===== src/rtl/button_conditioner.sv =====
// Per-channel button/switch conditioner: polarity fix, 2-flop synchroniser, debounce FSM,
// registered press/release strobes and a press-toggled state bit.
module button_conditioner #(
    parameter int unsigned          Channels    = 5,
    parameter int unsigned          Clock_freq  = 50000000,
    parameter int unsigned          Debounce_ms = 10,
    parameter logic [Channels-1:0]  Active_low  = {Channels{1'b1}},
    parameter logic [Channels-1:0]  Toggle_init = Channels'(5'b01000)
) (
    input  logic                i_clock_50mhz,
    input  logic                i_reset,
    input  logic [Channels-1:0] i_raw,
    input  logic                i_toggle_clear,
    output logic [Channels-1:0] o_level,
    output logic [Channels-1:0] o_press,
    output logic [Channels-1:0] o_release,
    output logic [Channels-1:0] o_toggle
);

    localparam int unsigned lp_debounce_cycles = Clock_freq / 1000 * Debounce_ms;
    localparam int unsigned CntW = (lp_debounce_cycles > 2) ? $clog2(lp_debounce_cycles) : 1;
    localparam logic [CntW-1:0] CntLast = CntW'(lp_debounce_cycles - 1);

    if (lp_debounce_cycles < 2) begin : gen_bad_debounce
        $error("button_conditioner: debounce time must be at least 2 clock cycles");
    end
    if (Channels < 1 || Channels > 16) begin : gen_bad_channels
        $error("button_conditioner: Channels must be in 1..16");
    end

    typedef enum logic {StStable, StPending} state_e;

    for (genvar g = 0; g < Channels; g++) begin : gen_ch
        state_e          state_q;
        logic [CntW-1:0] cnt_q;
        logic            sync1_q;
        logic            sync2_q;
        logic            level_q;
        logic            press_q;
        logic            release_q;
        logic            toggle_q;

        always_ff @(posedge i_clock_50mhz or negedge i_reset) begin
            if (!i_reset) begin
                state_q   <= StStable;
                cnt_q     <= '0;
                sync1_q   <= 1'b0;
                sync2_q   <= 1'b0;
                level_q   <= 1'b0;
                press_q   <= 1'b0;
                release_q <= 1'b0;
                toggle_q  <= Toggle_init[g];
            end else begin
                sync1_q   <= i_raw[g] ^ Active_low[g];
                sync2_q   <= sync1_q;
                press_q   <= 1'b0;
                release_q <= 1'b0;
                unique case (state_q)
                    StStable: begin
                        if (sync2_q != level_q) begin
                            state_q <= StPending;
                            cnt_q   <= CntW'(1);
                        end
                    end
                    StPending: begin
                        if (sync2_q == level_q) begin
                            state_q <= StStable;
                            cnt_q   <= '0;
                        end else if (cnt_q == CntLast) begin
                            // Input held its new value for the full window: commit it.
                            state_q   <= StStable;
                            cnt_q     <= '0;
                            level_q   <= sync2_q;
                            press_q   <= sync2_q;
                            release_q <= ~sync2_q;
                            if (sync2_q) begin
                                toggle_q <= ~toggle_q;
                            end
                        end else begin
                            cnt_q <= cnt_q + CntW'(1);
                        end
                    end
                    default: begin
                        state_q <= StStable;
                        cnt_q   <= '0;
                    end
                endcase
                // Clear takes priority over a coincident press; the strobe still fires.
                if (i_toggle_clear) begin
                    toggle_q <= Toggle_init[g];
                end
            end
        end

        assign o_level[g]   = level_q;
        assign o_press[g]   = press_q;
        assign o_release[g] = release_q;
        assign o_toggle[g]  = toggle_q;
    end

endmodule


===== config.mk =====
export PLATFORM = sky130hd
export DESIGN_NAME = button_conditioner
export DESIGN_NICKNAME = d
export VERILOG_FILES = /design/src/rtl/button_conditioner.sv
export SDC_FILE = /design/constraint.sdc
export NUM_CORES = 1
export LEC_CHECK = 0
export ABC_AREA = 1
export ABC_CLOCK_PERIOD_IN_PS = 1900
export CAP_MARGIN = 20
export CORE_AREA = 3 3 118 120
export DETAILED_ROUTE_END_ITERATION = 8
export DIE_AREA = 0 0 121 123
export PLACE_DENSITY_LB_ADDON = 0.2
export SLEW_MARGIN = 20
export SYNTH_ARGS = -nofsm -noshare
export SYNTH_HDL_FRONTEND = slang
export SYNTH_SLANG_ARGS = --single-unit

===== constraint.sdc =====
create_clock -name i_clock_50mhz -period 1.9 [get_ports i_clock_50mhz]
set_input_delay 0.285 -clock i_clock_50mhz [delete_from_list [all_inputs] [get_ports i_clock_50mhz]]
set_output_delay 0.285 -clock i_clock_50mhz [all_outputs]
set_load 0.01 [all_outputs]

# --- Word-level counts from Yosys, hierarchy flattened ---
# Cells that the tools add are included.
totals:
  regBits: 130
  input_bits: 8
  output_inout_bits: 20
  word_cells: 215
classes:
  addsub: 5
  n_eq_ne: 25
  n_mux: 95
  n_bitwise: 25
  n_reduce_logical: 25
op_table:
  columns: ["operator", "count"]
  rows:
  - ["2-to-1 mux 19 bit", 15]
  - ["one-hot mux 19 bit (2 select lines)", 5]
  - ["adder 19 x 1 -> 19 bit (second input constant)", 5]
  - ["== test 19 bit (second input constant)", 5]
  - ["2-to-1 mux 1 bit", 70]
  - ["nonzero test 2 bit", 15]
  - ["NOT 1 bit", 25]
  - ["inequality test 2 bit (second input constant)", 10]
  - ["AND reduction 4 bit", 5]
  - ["AND reduction 3 bit", 5]
  - ["one-hot mux 1 bit (2 select lines)", 5]
  - ["== test 1 bit", 5]
  - ["inequality test 1 bit", 5]

# --- Logic depth before layout (Yosys ltp) ---
depth:
  depth_word: 6
  depth_mapped: 10
  depth_no_buf: 10

# --- Worst setup path before layout ---
# Ideal clock, no wire load.
synth_timing:
  kind: "register to register"
  from: "register gen_ch[0].cnt_q[0]"
  to: "register gen_ch[0].cnt_q[2]"
  setup_ns: 0.127
  arrival_ns: 1.278
  t_required_ns: 1.773
  path_slack_ns: 0.495
  stages_incl_launch_ff: 8
  n_path_buf: 1
  synth_period_minus_slack_ns: 1.405
  path_cell_list: "dfrtp_1 -> ha_1 -> nand2_2 -> nor2_4 -> nand3_1 -> o21ai_2 -> buf_4 -> o21ai_0"
synth_via:
  elab_chain_cells: 4
  elab_cells_between_ends: 5
  classes_between: "add/sub (1); eq/ne (1); mux (3)"
synth_rtl:
  columns: ["item", "line", "source"]
  rows:
  - ["start: declaration", "35", "logic [CntW-1:0] cnt_q;"]
  - ["start signal: assignment", "62", "cnt_q <= CntW'(1);"]
  - ["start signal: assignment", "80", "cnt_q <= cnt_q + CntW'(1);"]
  - ["adder 19 x 1 -> 19 bit / == test 19 bit (equally long branches)", "80, 69", null]
  - ["2-to-1 mux 19 bit *", "69", "end else if (cnt_q == CntLast) begin"]
  - ["2-to-1 mux 19 bit *", "66", "if (sync2_q == level_q) begin"]
  - ["one-hot mux 19 bit (2 select lines) *", "58", "unique case (state_q)"]
# Mark *: on every way between the ends. The rest lies on a longest branch, timed or not.
# A chain may end at the register's enable or synchronous reset.

# --- Worst setup path after layout ---
layout_timing:
  from: "register gen_ch[3].toggle_q"
  to: "output port o_toggle[3]"
layout_rtl:
  columns: ["item", "line", "source"]
  rows:
  - ["start: declaration", "41", "logic toggle_q;"]
  - ["start signal: assignment", "52", "toggle_q <= Toggle_init[g];"]
  - ["start signal: assignment", "77", "toggle_q <= ~toggle_q;"]
  - ["start signal: assignment", "90", "toggle_q <= Toggle_init[g];"]
  - ["end: declaration", "17", "output logic [Channels-1:0] o_toggle"]
# No word-level cell between the ends.

==> results.md <==
* Layout cells sized above 1 at 7.942%
* #FFs+latches synth at 130
* Dominant register cell in the synthesized netlist: dfrtp_1
* CTS H-tree lvls at 4
* Register Area at 3254 um^2
* Slew @ Worst Pin at 0.5087 ns
* Worst Setup End Kind: output port
* CTS Buf Count at 17
* Reg2reg setup slack at 0.20 ns
* Worst path arrival time at 1.50 ns
* Initial Util at 58.48%
* Die Width at 121 um
* Sw Pwr at 1.477 mW
* Main area contributors after synthesis: dfrtp_1 (42%), nand2_1 (15%), nor2_1 (7.3%)
* Post-placement cell count at 1251
* CP Depth at 1
* Ports at 28
* CP delay by family, top: flip-flops
* Skew final at 0.005608 ns
* Post-synthesis mux area share at 0.1472%
* Vias per inst at 5.276
* CTS tree: built
* Root buf cell: clkbuf_16
* First drt pass iteration count at 5
* First-pass GRT wire length at 28840 um
* Pwr Density at 749.8 nW/um^2
* Final worst slack at 0.1117 ns
* Total power at 6.476 mW
* Core Area at 13090 um^2
* Vias at 6775
* Main combinational cell family by area after synthesis: simple AND/OR/NAND/NOR gates
* Post-synthesis compound-gate area fraction at 7.309%
* Nets at 1108
* Static Leak at 3.969 nW
* Yosys Warn Count at 0
* Int Pwr at 4.999 mW
* Final setup viols at 0
* Gate Count Post-Synth at 1068
* Die height at 123 um
* Reg2Reg Depth at 7
* RSZ-0062 raised after global routing: no
* Critical path required time at 1.62 ns
* Synth cell types at 35
* Wire length per cell at 13.01 um
* Count leader, synth: nand2_1
* Post-Synth Adder-Cell Area at 0.8175%
* # fillers at 1124
* Sequential fraction of the synthesis area at 42.53%
* Ys async rst share at 100.0%
* Initial antenna violation count at 0
* Die area at 14880 um^2
* Fin. Hold Viols at 0
* Non-filler instance count after layout at 1284
* N_diodes at 0
* Crit path launch: gen_ch[3].toggle_q
* Period minus WS final at 1.788 ns
* DRT antenna net count at 0
* Hold Crit Class: in -> async
* DP Worst Slack at 0.04063 ns
* Port Buf Inserts at 27
* WS Path Type: reg -> out
* Cell Rows at 42
* Tot GR Track Use at 23.83%
* Worst flop-to-flop path endpoint: gen_ch[3].cnt_q[8]
* Max Cap Violations at 0
* Clk pin slew, worst setup/hold paths at 0.05 ns
* Synth Area per Inst at 7.165 um^2
* CP max stage delay at 0.55 ns
* Sequential power share at 44.9%
* Total gr overflow at 0
* Synth Area in Simple Gates at 34.81%
* Critical path's slowest cell: dfstp_2
* Post-Route WL at 16710 um
* Post-synth top area share at 42.18%
* Crit Path Max Fanout at 3
* Synth top cells by count: nand2_1 (299), nor2_1 (149), inv_1 (139), dfrtp_1 (129), nand3_1 (89)
* Dpl hpwl at 11980 um
* GPL Wtd Cong at 0.9540
* Area grow syn2layout at 12.87%
* Achievable Freq at 559.2 MHz
* Slew margin rel. at 66.05%
* Type of origin of the critical path: register
* Crit-path cells: clkdlybuf4s50_1
* Status: finished, final reports clean
* Clock sink count at 130
* Xor and xnor area share after synthesis at 4.349%
* Remaining DRCs at 0
* Setup Buffers After CTS at 0
* Max Root-Sink Buffers at 2
* Crit path capture: o_toggle[3]
* Setup tns final at 0 ns
* Syn Nets at 1081
* Post-Syn Area at 7652 um^2
* Switch share at 22.81%
* Comb pwr share at 5.8%
* Crit path buf inv count at 1
* Skew-Pair Late Insertion Delay at 0.42 ns
* DR iter-0 viols at 565
* Post-synth EDFFs at 0
* Footprint of the multi-input gates at 3632 um^2
* Largest net degree at the start of global routing at 51
* Area leader, netlist: dfrtp_1
* Clock share of power at 49.3%
* Worst R2R Start: gen_ch[3].cnt_q[0]
* Slew Viols, Final at 0
* Tcrit/Tclk final at 94.12%
* Vias in the first global route at 6259
* Peak supply drop at 768.4 uV
==> cell usage in the layout, fill, tap and decap left out, types with 6 or more instances in the layout <==
master,count
a21oi_1,8
buf_4,11
clkbuf_16,17
clkdlybuf4s50_1,26
dfrtp_1,129
inv_1,139
inv_2,6
nand2_1,299
nand2_2,7
nand3_1,89
nand3_2,6
nand4_1,26
nor2_1,148
nor2_2,11
nor3_1,18
o21ai_0,43
o21ai_1,12
o22ai_1,29
xor2_1,36
==> per-stage QoR <==
stage / area [um^2] / utilization (%) / hold slack (ns)
global placement: 8043 / 61.46 / 0.1295
CTS: 8635 / 65.99 / 0.2618
global route: 8637 / 66.01 / 0.2690
finish: 8637 / 66.01 / 0.2641
detailed placement: 8043 / 61.46 / 0.1288
floorplan: 7652 / - / -0.01059
==> how the worst min path moves through the flow <==
stage / from / endpoint / slack, ns / cells past startpoint
floorplan: i_reset / gen_ch[0].cnt_q[0] / -0.01 / 0
global placement: i_reset / gen_ch[3].cnt_q[12] / 0.13 / 1
detailed placement: i_reset / gen_ch[3].cnt_q[12] / 0.13 / 1
CTS: i_reset / gen_ch[3].cnt_q[18] / 0.26 / 2
global route: i_reset / gen_ch[3].cnt_q[18] / 0.27 / 2
finish: i_reset / gen_ch[3].cnt_q[8] / 0.26 / 2
==> sequential cells by signal, summed over array words and instances (netlist names) <==
name	cells
gen_ch.level_q	5
gen_ch.release_q	5
gen_ch.press_q	5
gen_ch.sync1_q	5
gen_ch.sync2_q	5
gen_ch.cnt_q	95
gen_ch.toggle_q	5
gen_ch.state_q	5
==> power by group through the flow <==
stage / clock network [mW] / registers [mW] / logic (mW)
3_3_place_gp: 0 / 2.95 / 0.375
4_1_cts: 3.25 / 2.90 / 0.385
2_1_floorplan: 0 / 2.94 / 0.228
3_5_place_dp: 0 / 2.95 / 0.380
6_report: 3.19 / 2.91 / 0.376
5_1_grt: 3.39 / 2.91 / 0.432
==> layout make-up <==
type                       count  area share (%)
inverter                     145           6.302
sequential                   130           37.68
timing repair buffer          41           4.679
tap                          176           2.550
clock inverter                10           1.246
clock buffer                  22           5.490
multi-input combinational    760           42.05
==> kinds of logic after synthesis <==
group                    Yosys count
AO/OA/AOI/OAI                     99
multiplexers                       1
buffers and inverters            178
XOR/XNOR                          38
flip-flops                       130
adder cells (fa/ha/maj)            5
AND/OR/NAND/NOR                  617
==> repair_timing <==
item | CTS | global route
hold buffers | 1 | 0
setup endpoints to repair | 0 | 7
gates resized for setup | 0 | 1
hold endpoints to repair | 99 | 0
==> routing by layer <==
layer	track usage (%)	vias to the layer above	share of wire [%]
met5	0	-	0
met1	31.86	3147	46
met3	6.359	29	5.6
met4	7.861	0	1.8
met2	37.96	171	46
li1	-	3428	-
Note: power is estimated with default switching activity, not from simulation.
==> patch (config.mk and constraints unchanged) <==
Register the inputs `i_raw` and `i_toggle_clear` before use, without a reset. The logic sees them one clock later.
--- a/src/rtl/button_conditioner.sv
+++ b/src/rtl/button_conditioner.sv
@@ -22,2 +22,10 @@
     localparam logic [CntW-1:0] CntLast = CntW'(lp_debounce_cycles - 1);
+
+    logic [Channels-1:0] i_raw_q;
+    logic i_toggle_clear_q;
+
+    always_ff @(posedge i_clock_50mhz) begin
+        i_raw_q          <= i_raw;
+        i_toggle_clear_q <= i_toggle_clear;
+    end
 
@@ -53,3 +61,3 @@
             end else begin
-                sync1_q   <= i_raw[g] ^ Active_low[g];
+                sync1_q   <= i_raw_q[g] ^ Active_low[g];
                 sync2_q   <= sync1_q;
@@ -88,3 +96,3 @@
                 // Clear takes priority over a coincident press; the strobe still fires.
-                if (i_toggle_clear) begin
+                if (i_toggle_clear_q) begin
                     toggle_q <= Toggle_init[g];
Function: same outputs for any inputs over 10 cycles, from zero or initial values and one cycle with i_reset low; that may be too few to reach the edited logic, so the function may still have changed.
==> patch against the unedited design <==
Cell area up 0.83%; area after synthesis increased by 0.11%; hold slack improved by 37 ps; wire length down 2.0%; sequential cell count grew 6; utilization grew 0.54 points; setup slack improved by 14 ps; sequential power increased by 5%; total power increased by 12%; critical path type unchanged.
==> patch: results (changes against the unedited design) <==
Logic synthesis
  – Synth Area in Adders: 0.8166% (-0.00093 points)
  – Top post-synthesis cells by count: 246 x nand2_1, 129 x dfrtp_1, 124 x inv_1
  – Avg Inst Size Synth: 7.585 µm² (+5.9%)
  – Post-synthesis mux area share: 0.1470% (-0.00017 points)
  – Seq/Total Area, Yosys: 44.05% (+1.5 points)
  – Top cells by area, synth: dfrtp_1 42%, nand2_1 12%, nand3_1 6.3%
  – Mapped Nets: 1,023 (-5.4%)
  – Post-Synth XOR/XNOR Area: 4.573% (+0.22 points)
  – Async set or reset register ratio after synthesis: 95.59% (-4.4 points)

Drt
  – Via count: 6,524 (-3.7%)
  – Via density: 5.330 (+1.0%)
  – 1st-iter DRT viols: 446 (-21%)
  – Wirelength per Cell: 13.38 µm (+2.8%)

Global route
  – Vias in the first global route: 6,243 (-0.26%)
  – GR Util All Layers: 23.77% (-0.057 points)
  – Largest net degree at the start of global routing: 53 (+3.9%)
  – Global-route wire length before repair: 28,570 µm (-0.96%)

Place
  – Post-DP HPWL: 11,370 µm (-5.1%)
  – Cell area after placement: 8014 µm² (-0.36%)
  – Placer Congestion: 0.8997 (-5.7%)
  – Placed cells: 1,191 (-4.8%)

Critical path
  – Slowest stage delay, CP: 540 ps
  – Reg2Reg Setup Slack: 160 ps (-40 ps)

Worst hold path
  – Hold WC Path Type: primary input to register

Outcome
  – Status: finished clean

Layout
  – Layout cells sized above 1: 10.11% (+2.2 points)

Power
  – Worst vdd ir: 0.7587 mV (-1.3%)

Timing
  – Clock Skew: 8.594 ps (+2.985 ps)

Clock network
  – Root Buffer Master: clkbuf_16
-- patch: power by group --
part           internal [µW]  switching, µW  leakage [µW]
Combinational            147            263       0.00177
Clock                   2520           1230      0.000329
Sequential              2980           85.6       0.00181
-- patch: path summary, 6_finish.rpt --
path | startpoint | end | cells after the start
max | gen_ch[3].toggle_q | o_toggle[3] | 1
min | i_raw[2] | i_raw_q[2] | 1
max reg2reg | gen_ch[4].cnt_q[0] | gen_ch[4].cnt_q[13] | 8
min reg2reg | gen_ch[4].sync1_q | gen_ch[4].sync2_q | 0
max in group asynchronous | i_reset | gen_ch[3].toggle_q | 3
min in group asynchronous | i_reset | gen_ch[0].cnt_q[12] | 2
-- patch: per-stage QoR --
stage | total power (µW) | hold slack, ps | setup slack [ps]
after floorplan | 3346 | -10.59 | 480.8
after global placement | 3506 | 206.6 | 246.6
after detailed placement | 3516 | 208.2 | 181.8
after CTS | 7298 | 290.0 | 109.5
after global routing | 7516 | 291.1 | 0.9144
final | 7230 | 301.1 | 125.8
-- patch: area by class of cell --
type / instances / area [µm²] / share of cell area (%)
tap: 176 / 220.2 / 2.529
clock buffer: 19 / 452.9 / 5.201
multi-input combinational: 707 / 3545 / 40.70
sequential: 136 / 3374 / 38.75
timing repair buffer: 39 / 389.1 / 4.468
clock inverter: 13 / 224.0 / 2.572
inverter: 134 / 503.0 / 5.776
-- patch: routing by layer --
layer | global-route usage [%] | part of all wire, % | vias to the layer above
met5 | 0 | 0 | -
met4 | 8.215 | 1.7 | 0
met3 | 5.215 | 4.3 | 26
met2 | 38.59 | 48 | 156
met1 | 31.76 | 46 | 3055
li1 | - | - | 3287
-- patch: timing repair --
action | in CTS | in global routing
hold endpoints to repair | 34 | 0
endpoints found under the setup margin | 0 | 7
buffers inserted | 0 | 0
hold buffers | 1 | 0
resized for setup | 0 | 2
